<file path="src/rtl/rf_seq_pkg.sv">
// Shared definitions for the register-file command sequencer: opcodes,
// source-select codes, fixed control words and control-word field layout.
package rf_seq_pkg;

    localparam logic [2:0] OP_NOP    = 3'b000;
    localparam logic [2:0] OP_LOAD   = 3'b001;
    localparam logic [2:0] OP_MOV    = 3'b010;
    localparam logic [2:0] OP_SWAP   = 3'b011;
    localparam logic [2:0] OP_BCAST  = 3'b100;
    localparam logic [2:0] OP_ROT    = 3'b101;
    localparam logic [2:0] OP_CLRALL = 3'b110;
    localparam logic [2:0] OP_RSVD   = 3'b111;

    // Source-select codes: 011 picks the data bus, 1kk picks register Rkk.
    // Fields of registers that are not written are parked at 111.
    localparam logic [2:0] SEL_DATA = 3'b011;
    localparam logic [2:0] SEL_KEEP = 3'b111;

    // Control-word layout: four 3-bit select fields, then four write enables.
    localparam int FIELD_W    = 3;
    localparam int R0_SEL_LSB = 13;
    localparam int R1_SEL_LSB = 10;
    localparam int R2_SEL_LSB = 7;
    localparam int R3_SEL_LSB = 4;
    localparam int WE_LSB     = 0;

    localparam logic [15:0] IDLE_WORD = {SEL_KEEP, SEL_KEEP, SEL_KEEP, SEL_KEEP, 4'h0};

    // One rotate step: R0<-R3, R1<-R0, R2<-R1, R3<-R2, all four written.
    localparam logic [15:0] ROT_WORD = {3'b111, 3'b100, 3'b101, 3'b110, 4'hF};

    // Sequencer FSM states.
    localparam logic [0:0] ST_IDLE = 1'b0;
    localparam logic [0:0] ST_ROT  = 1'b1;

    function automatic logic [2:0] sel_r(input logic [1:0] k);
        return {1'b1, k};
    endfunction

    function automatic int sel_lsb(input logic [1:0] k);
        case (k)
            2'd0:    return R0_SEL_LSB;
            2'd1:    return R1_SEL_LSB;
            2'd2:    return R2_SEL_LSB;
            default: return R3_SEL_LSB;
        endcase
    endfunction

    // Replace the select field of register k in a control word.
    function automatic logic [15:0] put_sel(input logic [15:0] word,
                                            input logic [1:0]  k,
                                            input logic [2:0]  sel);
        logic [15:0] r;
        r = word;
        r[sel_lsb(k) +: FIELD_W] = sel;
        return r;
    endfunction

    // Set the write enable of register k in a control word.
    function automatic logic [15:0] set_we(input logic [15:0] word,
                                           input logic [1:0]  k);
        logic [15:0] r;
        r = word;
        r[WE_LSB + int'(k)] = 1'b1;
        return r;
    endfunction

endpackage

</file>
<file path="src/rtl/rf_cmd_fifo.sv">
// Small synchronous FIFO with wrapping pointers and an occupancy count.
// Pushes while full and pops while empty are ignored.
module rf_cmd_fifo #(
    parameter int WIDTH = 8,
    parameter int DEPTH = 2
) (
    input  logic             clk,
    input  logic             rst,
    input  logic             push,
    input  logic [WIDTH-1:0] wr_data,
    input  logic             pop,
    output logic [WIDTH-1:0] rd_data,
    output logic             full,
    output logic             empty
);

    localparam int PTR_W = (DEPTH > 1) ? $clog2(DEPTH) : 1;
    localparam int OCC_W = $clog2(DEPTH + 1);

    logic [WIDTH-1:0] mem_q [DEPTH];
    logic [WIDTH-1:0] mem_d [DEPTH];
    logic [PTR_W-1:0] wr_ptr_q, wr_ptr_d;
    logic [PTR_W-1:0] rd_ptr_q, rd_ptr_d;
    logic [OCC_W-1:0] count_q, count_d;
    logic             do_push;
    logic             do_pop;

    assign full    = (count_q == OCC_W'(DEPTH));
    assign empty   = (count_q == '0);
    assign do_push = push && !full;
    assign do_pop  = pop && !empty;
    assign rd_data = mem_q[rd_ptr_q];

    // Next storage contents, pointers and occupancy for this cycle's push/pop.
    always_comb begin
        mem_d    = mem_q;
        wr_ptr_d = wr_ptr_q;
        rd_ptr_d = rd_ptr_q;
        count_d  = count_q;
        if (do_push) begin
            mem_d[wr_ptr_q] = wr_data;
            wr_ptr_d        = wr_ptr_q + PTR_W'(1);
        end
        if (do_pop) begin
            rd_ptr_d = rd_ptr_q + PTR_W'(1);
        end
        case ({do_push, do_pop})
            2'b10:   count_d = count_q + OCC_W'(1);
            2'b01:   count_d = count_q - OCC_W'(1);
            default: count_d = count_q;
        endcase
    end

    // Pointer and occupancy registers; reset empties the queue.
    always_ff @(posedge clk or posedge rst) begin
        if (rst) begin
            wr_ptr_q <= '0;
            rd_ptr_q <= '0;
            count_q  <= '0;
        end else begin
            wr_ptr_q <= wr_ptr_d;
            rd_ptr_q <= rd_ptr_d;
            count_q  <= count_d;
        end
    end

    // Storage needs no reset: the pointers decide what is valid.
    always_ff @(posedge clk) begin
        mem_q <= mem_d;
    end

endmodule

</file>
<file path="src/rtl/rf_cmd_sequencer.sv">
// Command-level controller for a 4 x 16-bit register file. Queues
// register-transfer commands and turns each into registered control-word /
// data-bus cycles, with a done pulse on the last cycle of every command.
module rf_cmd_sequencer
    import rf_seq_pkg::*;
#(
    parameter int DATA_W = 16,
    parameter int QDEPTH = 2,
    parameter int CNT_W  = 4
) (
    input  logic              clk,
    input  logic              rst,
    input  logic              cmd_valid,
    output logic              cmd_ready,
    input  logic [2:0]        cmd_op,
    input  logic [1:0]        cmd_rd,
    input  logic [1:0]        cmd_rs,
    input  logic [DATA_W-1:0] cmd_imm,
    output logic [15:0]       ctrl,
    output logic [DATA_W-1:0] data,
    output logic              busy,
    output logic              done
);

    localparam int CMD_W = 3 + 2 + 2 + DATA_W;

    logic [CMD_W-1:0]  fifo_wr;
    logic [CMD_W-1:0]  fifo_rd;
    logic              fifo_full;
    logic              fifo_empty;
    logic              fifo_push;
    logic              fifo_pop;

    logic [2:0]        head_op;
    logic [1:0]        head_rd;
    logic [1:0]        head_rs;
    logic [DATA_W-1:0] head_imm;
    logic [CNT_W-1:0]  rot_n;

    logic [15:0]       op_word;
    logic              op_sets_data;
    logic [DATA_W-1:0] op_data;

    logic [0:0]        state_q, state_d;
    logic [CNT_W-1:0]  cnt_q, cnt_d;
    logic [15:0]       ctrl_q, ctrl_d;
    logic [DATA_W-1:0] data_q, data_d;
    logic              done_q, done_d;

    // Ready comes from the registered full flag, so a pop on the same edge
    // never opens a slot for a push on that edge.
    assign cmd_ready = !fifo_full && !rst;
    assign fifo_push = cmd_valid && cmd_ready;
    assign fifo_wr   = {cmd_op, cmd_rd, cmd_rs, cmd_imm};

    assign head_op  = fifo_rd[CMD_W-1 -: 3];
    assign head_rd  = fifo_rd[DATA_W+3 -: 2];
    assign head_rs  = fifo_rd[DATA_W+1 -: 2];
    assign head_imm = fifo_rd[DATA_W-1:0];
    assign rot_n    = head_imm[CNT_W-1:0];

    rf_cmd_fifo #(
        .WIDTH (CMD_W),
        .DEPTH (QDEPTH)
    ) u_fifo (
        .clk     (clk),
        .rst     (rst),
        .push    (fifo_push),
        .wr_data (fifo_wr),
        .pop     (fifo_pop),
        .rd_data (fifo_rd),
        .full    (fifo_full),
        .empty   (fifo_empty)
    );

    // Encode the queue head into its control word and any data-bus update.
    always_comb begin
        op_word      = IDLE_WORD;
        op_sets_data = 1'b0;
        op_data      = data_q;
        case (head_op)
            OP_LOAD: begin
                op_word      = set_we(put_sel(IDLE_WORD, head_rd, SEL_DATA), head_rd);
                op_sets_data = 1'b1;
                op_data      = head_imm;
            end
            OP_MOV: begin
                op_word = set_we(put_sel(IDLE_WORD, head_rd, sel_r(head_rs)), head_rd);
            end
            OP_SWAP: begin
                op_word = put_sel(IDLE_WORD, head_rd, sel_r(head_rs));
                op_word = put_sel(op_word, head_rs, sel_r(head_rd));
                op_word = set_we(set_we(op_word, head_rd), head_rs);
            end
            OP_BCAST: begin
                for (int k = 0; k < 4; k++) begin
                    if (2'(k) != head_rs) begin
                        op_word = set_we(put_sel(op_word, 2'(k), sel_r(head_rs)), 2'(k));
                    end
                end
            end
            OP_ROT: begin
                op_word = (rot_n == '0) ? IDLE_WORD : ROT_WORD;
            end
            OP_CLRALL: begin
                for (int k = 0; k < 4; k++) begin
                    op_word = set_we(put_sel(op_word, 2'(k), SEL_DATA), 2'(k));
                end
                op_sets_data = 1'b1;
                op_data      = '0;
            end
            OP_NOP, OP_RSVD: begin
                op_word = IDLE_WORD;
            end
            default: begin
                op_word = IDLE_WORD;
            end
        endcase
    end

    // Issue FSM: pop one command per idle cycle, stretch ROT over n cycles.
    always_comb begin
        state_d  = state_q;
        cnt_d    = cnt_q;
        ctrl_d   = IDLE_WORD;
        data_d   = data_q;
        done_d   = 1'b0;
        fifo_pop = 1'b0;
        case (state_q)
            ST_IDLE: begin
                if (!fifo_empty) begin
                    fifo_pop = 1'b1;
                    ctrl_d   = op_word;
                    if (head_op == OP_ROT && rot_n > CNT_W'(1)) begin
                        state_d = ST_ROT;
                        cnt_d   = rot_n - CNT_W'(1);
                    end else begin
                        done_d = 1'b1;
                    end
                    if (op_sets_data) begin
                        data_d = op_data;
                    end
                end
            end
            ST_ROT: begin
                ctrl_d = ROT_WORD;
                if (cnt_q <= CNT_W'(1)) begin
                    done_d  = 1'b1;
                    state_d = ST_IDLE;
                    cnt_d   = '0;
                end else begin
                    cnt_d = cnt_q - CNT_W'(1);
                end
            end
            default: begin
                state_d = ST_IDLE;
                cnt_d   = '0;
            end
        endcase
    end

    // Output and FSM registers; reset drops any command in flight.
    always_ff @(posedge clk or posedge rst) begin
        if (rst) begin
            state_q <= ST_IDLE;
            cnt_q   <= '0;
            ctrl_q  <= IDLE_WORD;
            data_q  <= '0;
            done_q  <= 1'b0;
        end else begin
            state_q <= state_d;
            cnt_q   <= cnt_d;
            ctrl_q  <= ctrl_d;
            data_q  <= data_d;
            done_q  <= done_d;
        end
    end

    assign ctrl = ctrl_q;
    assign data = data_q;
    assign done = done_q;
    assign busy = (state_q != ST_IDLE) || !fifo_empty;

endmodule

</file>
<file path="config.mk">
export PLATFORM = sky130hd
export DESIGN_NAME = rf_cmd_sequencer
export DESIGN_NICKNAME = d
export VERILOG_FILES = /design/src/rtl/rf_seq_pkg.sv /design/src/rtl/rf_cmd_fifo.sv /design/src/rtl/rf_cmd_sequencer.sv
export SDC_FILE = /design/constraint.sdc
export NUM_CORES = 1
export LEC_CHECK = 0
export CELL_PAD_IN_SITES_DETAIL_PLACEMENT = 0
export CELL_PAD_IN_SITES_GLOBAL_PLACEMENT = 1
export CORE_MARGIN = 4
export CORE_UTILIZATION = 34
export CTS_BUF_LIST = sky130_fd_sc_hd__clkbuf_8
export CTS_CLUSTER_SIZE = 16
export DETAILED_ROUTE_END_ITERATION = 6
export PLACE_DENSITY_LB_ADDON = 0.1
export SETUP_SLACK_MARGIN = 0.15
export SYNTH_ARGS = -nofsm -noshare
export SYNTH_HDL_FRONTEND = slang
export SYNTH_SLANG_ARGS = --single-unit
</file>
<file path="constraint.sdc">
create_clock -name clk -period 5.9 [get_ports clk]
set_input_delay 0.885 -clock clk [delete_from_list [all_inputs] [get_ports clk]]
set_output_delay 0.885 -clock clk [all_outputs]
set_load 0.01 [all_outputs]
</file>
== Word-level counts from Yosys, hierarchy flattened ==
Cells that the tools add are included.
Storage, ports and cells
  bits of input ports: 26
  flip-flop bits (word level): 88
  logic and storage cells: 190
Cells by class
  equal/unequal tests: 19
  mux-type cells: 63
  bitwise logic cells: 23
  reductions and logical operators: 24
  shift-type cells: 24
  add/subtract/negate cells: 18
  magnitude comparators: 9
Operators by type and width (count)
  32-bit two-way mux: 16
  32-bit negation with 33-bit output: 12
  3-bit by 33-bit variable shift with 16-bit output (first input constant): 12
  3-bit by 33-bit variable part select with 16-bit output: 7
  3-bit by 33-bit variable part select with 16-bit output (first input constant): 5
  16-bit two-way mux: 8
  16-bit bitwise mux: 7
  16-bit one-hot mux with 7 select lines: 1
  23-bit two-way mux: 4
  16-bit by 4-bit OR with 16-bit output: 4
  16-bit one-hot mux with 2 select lines: 2
  12-bit NOT: 5
  12-bit OR: 5
  46-bit bitwise mux: 1
  4-bit one-hot mux with 3 select lines: 2
  23-bit demux with 1-bit select: 1
  4-bit AND: 5
  3-bit == test (second input constant): 4
  12-bit two-way mux: 1
  4-bit two-way mux: 3
  1-bit two-way mux: 11
  2-bit by 5-bit less-than comparator with 1-bit output (second input constant): 2
  2-bit == test (second input constant): 4
  1-bit logical AND: 8
  30 further kinds: 50

== Logic depth before layout (Yosys ltp) ==
  depth in word-level cells: 24
  mapped depth: 11
  mapped depth without buffers: 7

== Modules after synthesis ==
A second synthesis with hierarchy kept.
Second synthesis, totals
  cells, all modules: 417
  area, all modules: 4774.6 um2
Modules (own cells, without submodules)
  rf_cmd_sequencer: area each 2811.4 um2, times used 1, cells each 326
  rf_cmd_fifo: area each 1963.1 um2, times used 1, cells each 91

== Worst setup path after synthesis ==
No wires, ideal clock.
  kind: input to register
  from: input rst
  to: register u_fifo.mem_q[23] in the netlist's numbering (enable)
  data arrival time: 2.318 ns
  path slack: 3.179 ns
  stages: 3
  path through: a21oi_1 > nand2_1 > nor2_1
Between the ends
  cells in the longest elaborated chain, start to end: 4
RTL lines
  from (decl): RTL line rf_cmd_sequencer.sv:12  | input logic rst,
  1-bit logical NOT (no source line)
  1-bit logical AND: RTL line rf_cmd_sequencer.sv:52  | assign cmd_ready = !fifo_full && !rst;
  1-bit logical AND: RTL line rf_cmd_sequencer.sv:53  | assign fifo_push = cmd_valid && cmd_ready;
  1-bit logical AND: RTL line rf_cmd_fifo.sv:30  | assign do_push = push && !full;
  to (signal assigned): RTL line rf_cmd_fifo.sv:69  | mem_q <= mem_d;
  to (decl): RTL line rf_cmd_fifo.sv:20  | logic [WIDTH-1:0] mem_q [DEPTH];
No other way between the ends.
A chain may end at the register's enable or synchronous reset.

== Worst setup path in the final report ==
  from: register u_fifo.rd_ptr_q
  to: register data_q[0] (netlist: data[0])
Between the ends
  cells in the longest elaborated chain, start to end: 8
  elaborated cells on any way between the ends: 11
RTL lines
  from (decl): RTL line rf_cmd_fifo.sv:23  | logic [PTR_W-1:0] rd_ptr_q, rd_ptr_d;
  from (signal assigned): RTL line rf_cmd_fifo.sv:62  | rd_ptr_q <= rd_ptr_d;
  1-bit NOT with 2-bit output (implied by the code) *: RTL line rf_cmd_fifo.sv:32  | assign rd_data = mem_q[rd_ptr_q];
  23-bit two-way mux (implied by the code) * (3 in a row): RTL line rf_cmd_fifo.sv:32
  3-bit == test / 3-bit by 1-bit == test with 1-bit output (equally long branches): RTL line rf_cmd_sequencer.sv:81  | case (head_op)
  2-bit OR reduction (no source line)
  1-bit two-way mux: RTL line rf_cmd_sequencer.sv:81
  4-bit AND reduction (no source line)
  to (signal assigned): RTL line rf_cmd_sequencer.sv:174  | data_q <= data_d;
  to (decl): RTL line rf_cmd_sequencer.sv:47  | logic [DATA_W-1:0] data_q, data_d;
Mark *: on every way between the ends. The rest lies on a longest branch, timed or not. The select of a mux whose other input is x is not followed.

==> results.sh <==
export IMPL_holdBufCountCts=0
export IMPL_post_cts_setup_buffers=0
export IMPL_setup_viol=0
export IMPL_crit_chain="buf_4 > mux2_2 > nor3_4 > o21ai_4 > nand2_1 > o31ai_2"
export IMPL_wl_per_cell_um=17.1
export IMPL_synth_net_count=355
export IMPL_vias=2728
export IMPL_synthCells=324
export IMPL_maxSlewViolCount=0
export IMPL_p_switching_mw=0.932
export IMPL_grt_max_degree=43
export IMPL_rsz0062_at_grt="false"
export IMPL_grt_antenna_before_repair=0
export IMPL_reg2reg_from="u_fifo.rd_ptr_q"
export IMPL_max_stage_delay_ns=0.86
export IMPL_fin_tns_setup_ns=0
export IMPL_clk_latency_ns=0.36
export IMPL_cts_max_level=3
export IMPL_synthArstFlopShare_pct=47.7
export IMPL_hold_depth=2
export IMPL_chipHeight_um=118
export IMPL_path_max_fanout=36
export IMPL_combPwrFrac_pct=44.8
export IMPL_synth_simple_area_share_pct=10.5
export IMPL_clockBufferDepth=2
export IMPL_path_class="register to register"
export IMPL_place_gp_congestion=0.810
export IMPL_ys_types=53
export IMPL_fmax_ghz=0.294
export IMPL_layout_drive_gt1_share_pct=15.2
export IMPL_synth_compound_area_share_pct=16.3
export IMPL_clkSinkCount=88
export IMPL_rrSetupSlack_ns=2.50
export IMPL_yosys_area_share_xor_xnor_pct=1.50
export IMPL_whs_endpoint="data[12]"
export IMPL_power_per_cell_area_nw_per_um2=493
export IMPL_instances_no_fill=532
export IMPL_hold_violations=0
export IMPL_syn2layout_area_growth_pct=21.4
export IMPL_outcome="finished clean"
export IMPL_ctsResizeCount=0
export IMPL_rows=39
export IMPL_p_leak_nw=1.86
export IMPL_die_area_um2=13900
export IMPL_fin_util_pct=42.8
export IMPL_start_kind="register"
export IMPL_nets=415
export IMPL_cts_tree="done"
export IMPL_grt_overflow=0
export IMPL_grtUsageTotal_pct=13.5
export IMPL_hold_class="register to register"
export IMPL_ys_ff_latch=88
export IMPL_worst_r2r_endpoint="data[0]"
export IMPL_port_buffers=60
export IMPL_period_minus_slack_ns=3.40
export IMPL_skew_ns=0.0111
export IMPL_hold_slack_ns=0.492
export IMPL_path_delay_family="simple AND/OR/NAND/NOR gates"
export IMPL_cts_buffers=9
export IMPL_drtPass1Iterations=4
export IMPL_power_share_sequential_pct=40.5
export IMPL_ys_seq_area_share_pct=59.7
export IMPL_synth_area_um2=4100
export IMPL_core_um2=11600
export IMPL_cts_root_buf="clkbuf_8"
export IMPL_grt_pass1_wl_mm=14.9
export IMPL_synthFlopType="edfxtp_1"
export IMPL_worstMarginPinSlew_ns=1.08
export IMPL_rr_worst_depth=6
export IMPL_power_total_mw=2.45
export IMPL_clock_power_share_pct=14.7
export IMPL_yosysWarnings=0
export IMPL_power_share_switching_pct=38.0
export IMPL_max_vdd_ir_drop_uv=149
export IMPL_cp_slowest_cell="nor3_4"
export IMPL_internal_power_mw=1.52
export IMPL_first_global_vias=2771
export IMPL_synth_top_family_by_area="compound AO/OA/AOI/OAI gates"
export IMPL_die_x_um=118
export IMPL_path_clk_slew_ns=0.09
export IMPL_cp_num_buf_inv=1
export IMPL_critPathCaptureType="register"
export IMPL_max_cap_violations=0
export IMPL_syn_avg_cell_area_um2=12.7
export IMPL_drt_iter0_drc=160
export IMPL_synth_edf_count=46
export IMPL_critPathRequiredTime_ns=6.10
export IMPL_start_util_pct=35.3
export IMPL_pin_count=61
export IMPL_layout_commonest_cell="clkdlybuf4s50_1"
export IMPL_relSlewSlack_pct=27.6
export IMPL_final_cell_mix="clkdlybuf4s50_1, edfxtp_1, nand2_1"
export IMPL_route_detailed_drc=0
export IMPL_ant_nets=0
export IMPL_min_from="data[12]"
export IMPL_placed_cells=516
export IMPL_layout_worst_path_cycle_share_pct=57.6
export IMPL_post_dp_hpwl_mm=6.18
export IMPL_synth_fa_ha_area_share_pct=1.53
export IMPL_crit_arrival_ns=3.60
export IMPL_n_antenna_cell=0
export IMPL_routed_via_density=5.13
export IMPL_drt_wl_total_mm=9.12
export IMPL_synthMuxAreaShare_pct=7.45
layer usage:
metal	global-route usage (%)	part of all wire [%]	up-vias	routed length [µm]
li1	-	-	1341	-
met1	19.1	50	1303	4570
met2	19.6	44	70	3970
met3	3.08	4.3	14	390
met4	6.52	2.0	0	182
met5	0	0	-	0
cells by family after synthesis:
kind of cell,after synthesis
AOI/OAI and AO/OA,86
adders and majority gates,5
DFF,88
muxes,29
and+or+nand+nor,87
buffers and inverters,22
xor gates and xnor gates,7
cells in the mapped netlist, drive strengths merged, types with 4 or more instances:
cell type	number	share of area [%]
a21oi	18	2.2
a31oi	4	0.61
a32oi	4	0.85
buf	10	1.9
clkbuf	4	0.37
dfrtp	30	18
dfstp	12	7.7
edfxtp	46	34
ha	5	1.5
inv	8	0.73
mux2	6	1.6
mux2i	23	5.8
nand2	37	3.4
nand2b	6	0.92
nor2	19	1.7
nor3	4	1.0
o211ai	4	0.73
o21ai	10	1.5
o22ai	4	0.61
o31ai	19	4.8
or3	5	0.76
xnor2	4	0.85
worst min-delay path, stage by stage, from the launching register on:
cell     delay (ns)
dfrtp_1        0.36
nand2_1        0.05
o31ai_1        0.05
stage by stage:
| step | setup slack (ns) | instance area, µm² |
|---|---|---|
| floorplan | 3.18 | 4100 |
| global placement | 2.59 | 4810 |
| detailed placement | 2.51 | 4810 |
| CTS | 2.49 | 4980 |
| global route | 2.22 | 4980 |
| finish | 2.50 | 4980 |
sequential cells by signal, indices dropped and copies added, names as in the netlist:
register and flops:
ctrl 16, data 16, u_fifo.rd_ptr_q 1, u_fifo.mem_q 46, u_fifo.count_q 2, u_fifo.wr_ptr_q 1, cnt_q 4, state_q 1
done 1
how the worst max path moves through the flow:
stage,to,startpoint,slack (ns),depth (start not counted)
after CTS,data[14],u_fifo.rd_ptr_q,2.49,5
after detailed placement,data[15],u_fifo.rd_ptr_q,2.51,5
final,data[0],u_fifo.rd_ptr_q,2.50,6
after global routing,data[14],u_fifo.rd_ptr_q,2.22,5
after floorplan,u_fifo.mem_q[23],rst,3.18,3
after global placement,data[6],u_fifo.rd_ptr_q,2.59,6
area by class of cell:
cell class / instances / area, µm²
fillers: 1119 / 6640
flip-flops and latches: 88 / 2450
multi-input cells: 214 / 1530
repair buffers: 63 / 623
well taps: 143 / 179
clock buffers: 9 / 124
clock inverters: 7 / 40.0
inverters: 8 / 30.0
power groups by stage:
stage | sequential [mW] | clock [mW] | combinational [mW]
floorplan | 0.998 | 0 | 0.722
global placement | 1.01 | 0 | 1.10
detailed placement | 1.01 | 0 | 1.10
CTS | 1.00 | 0.377 | 1.11
global route | 1.02 | 0.402 | 1.21
finish | 0.993 | 0.361 | 1.10
Note: power is estimated with default switching activity, not from simulation.
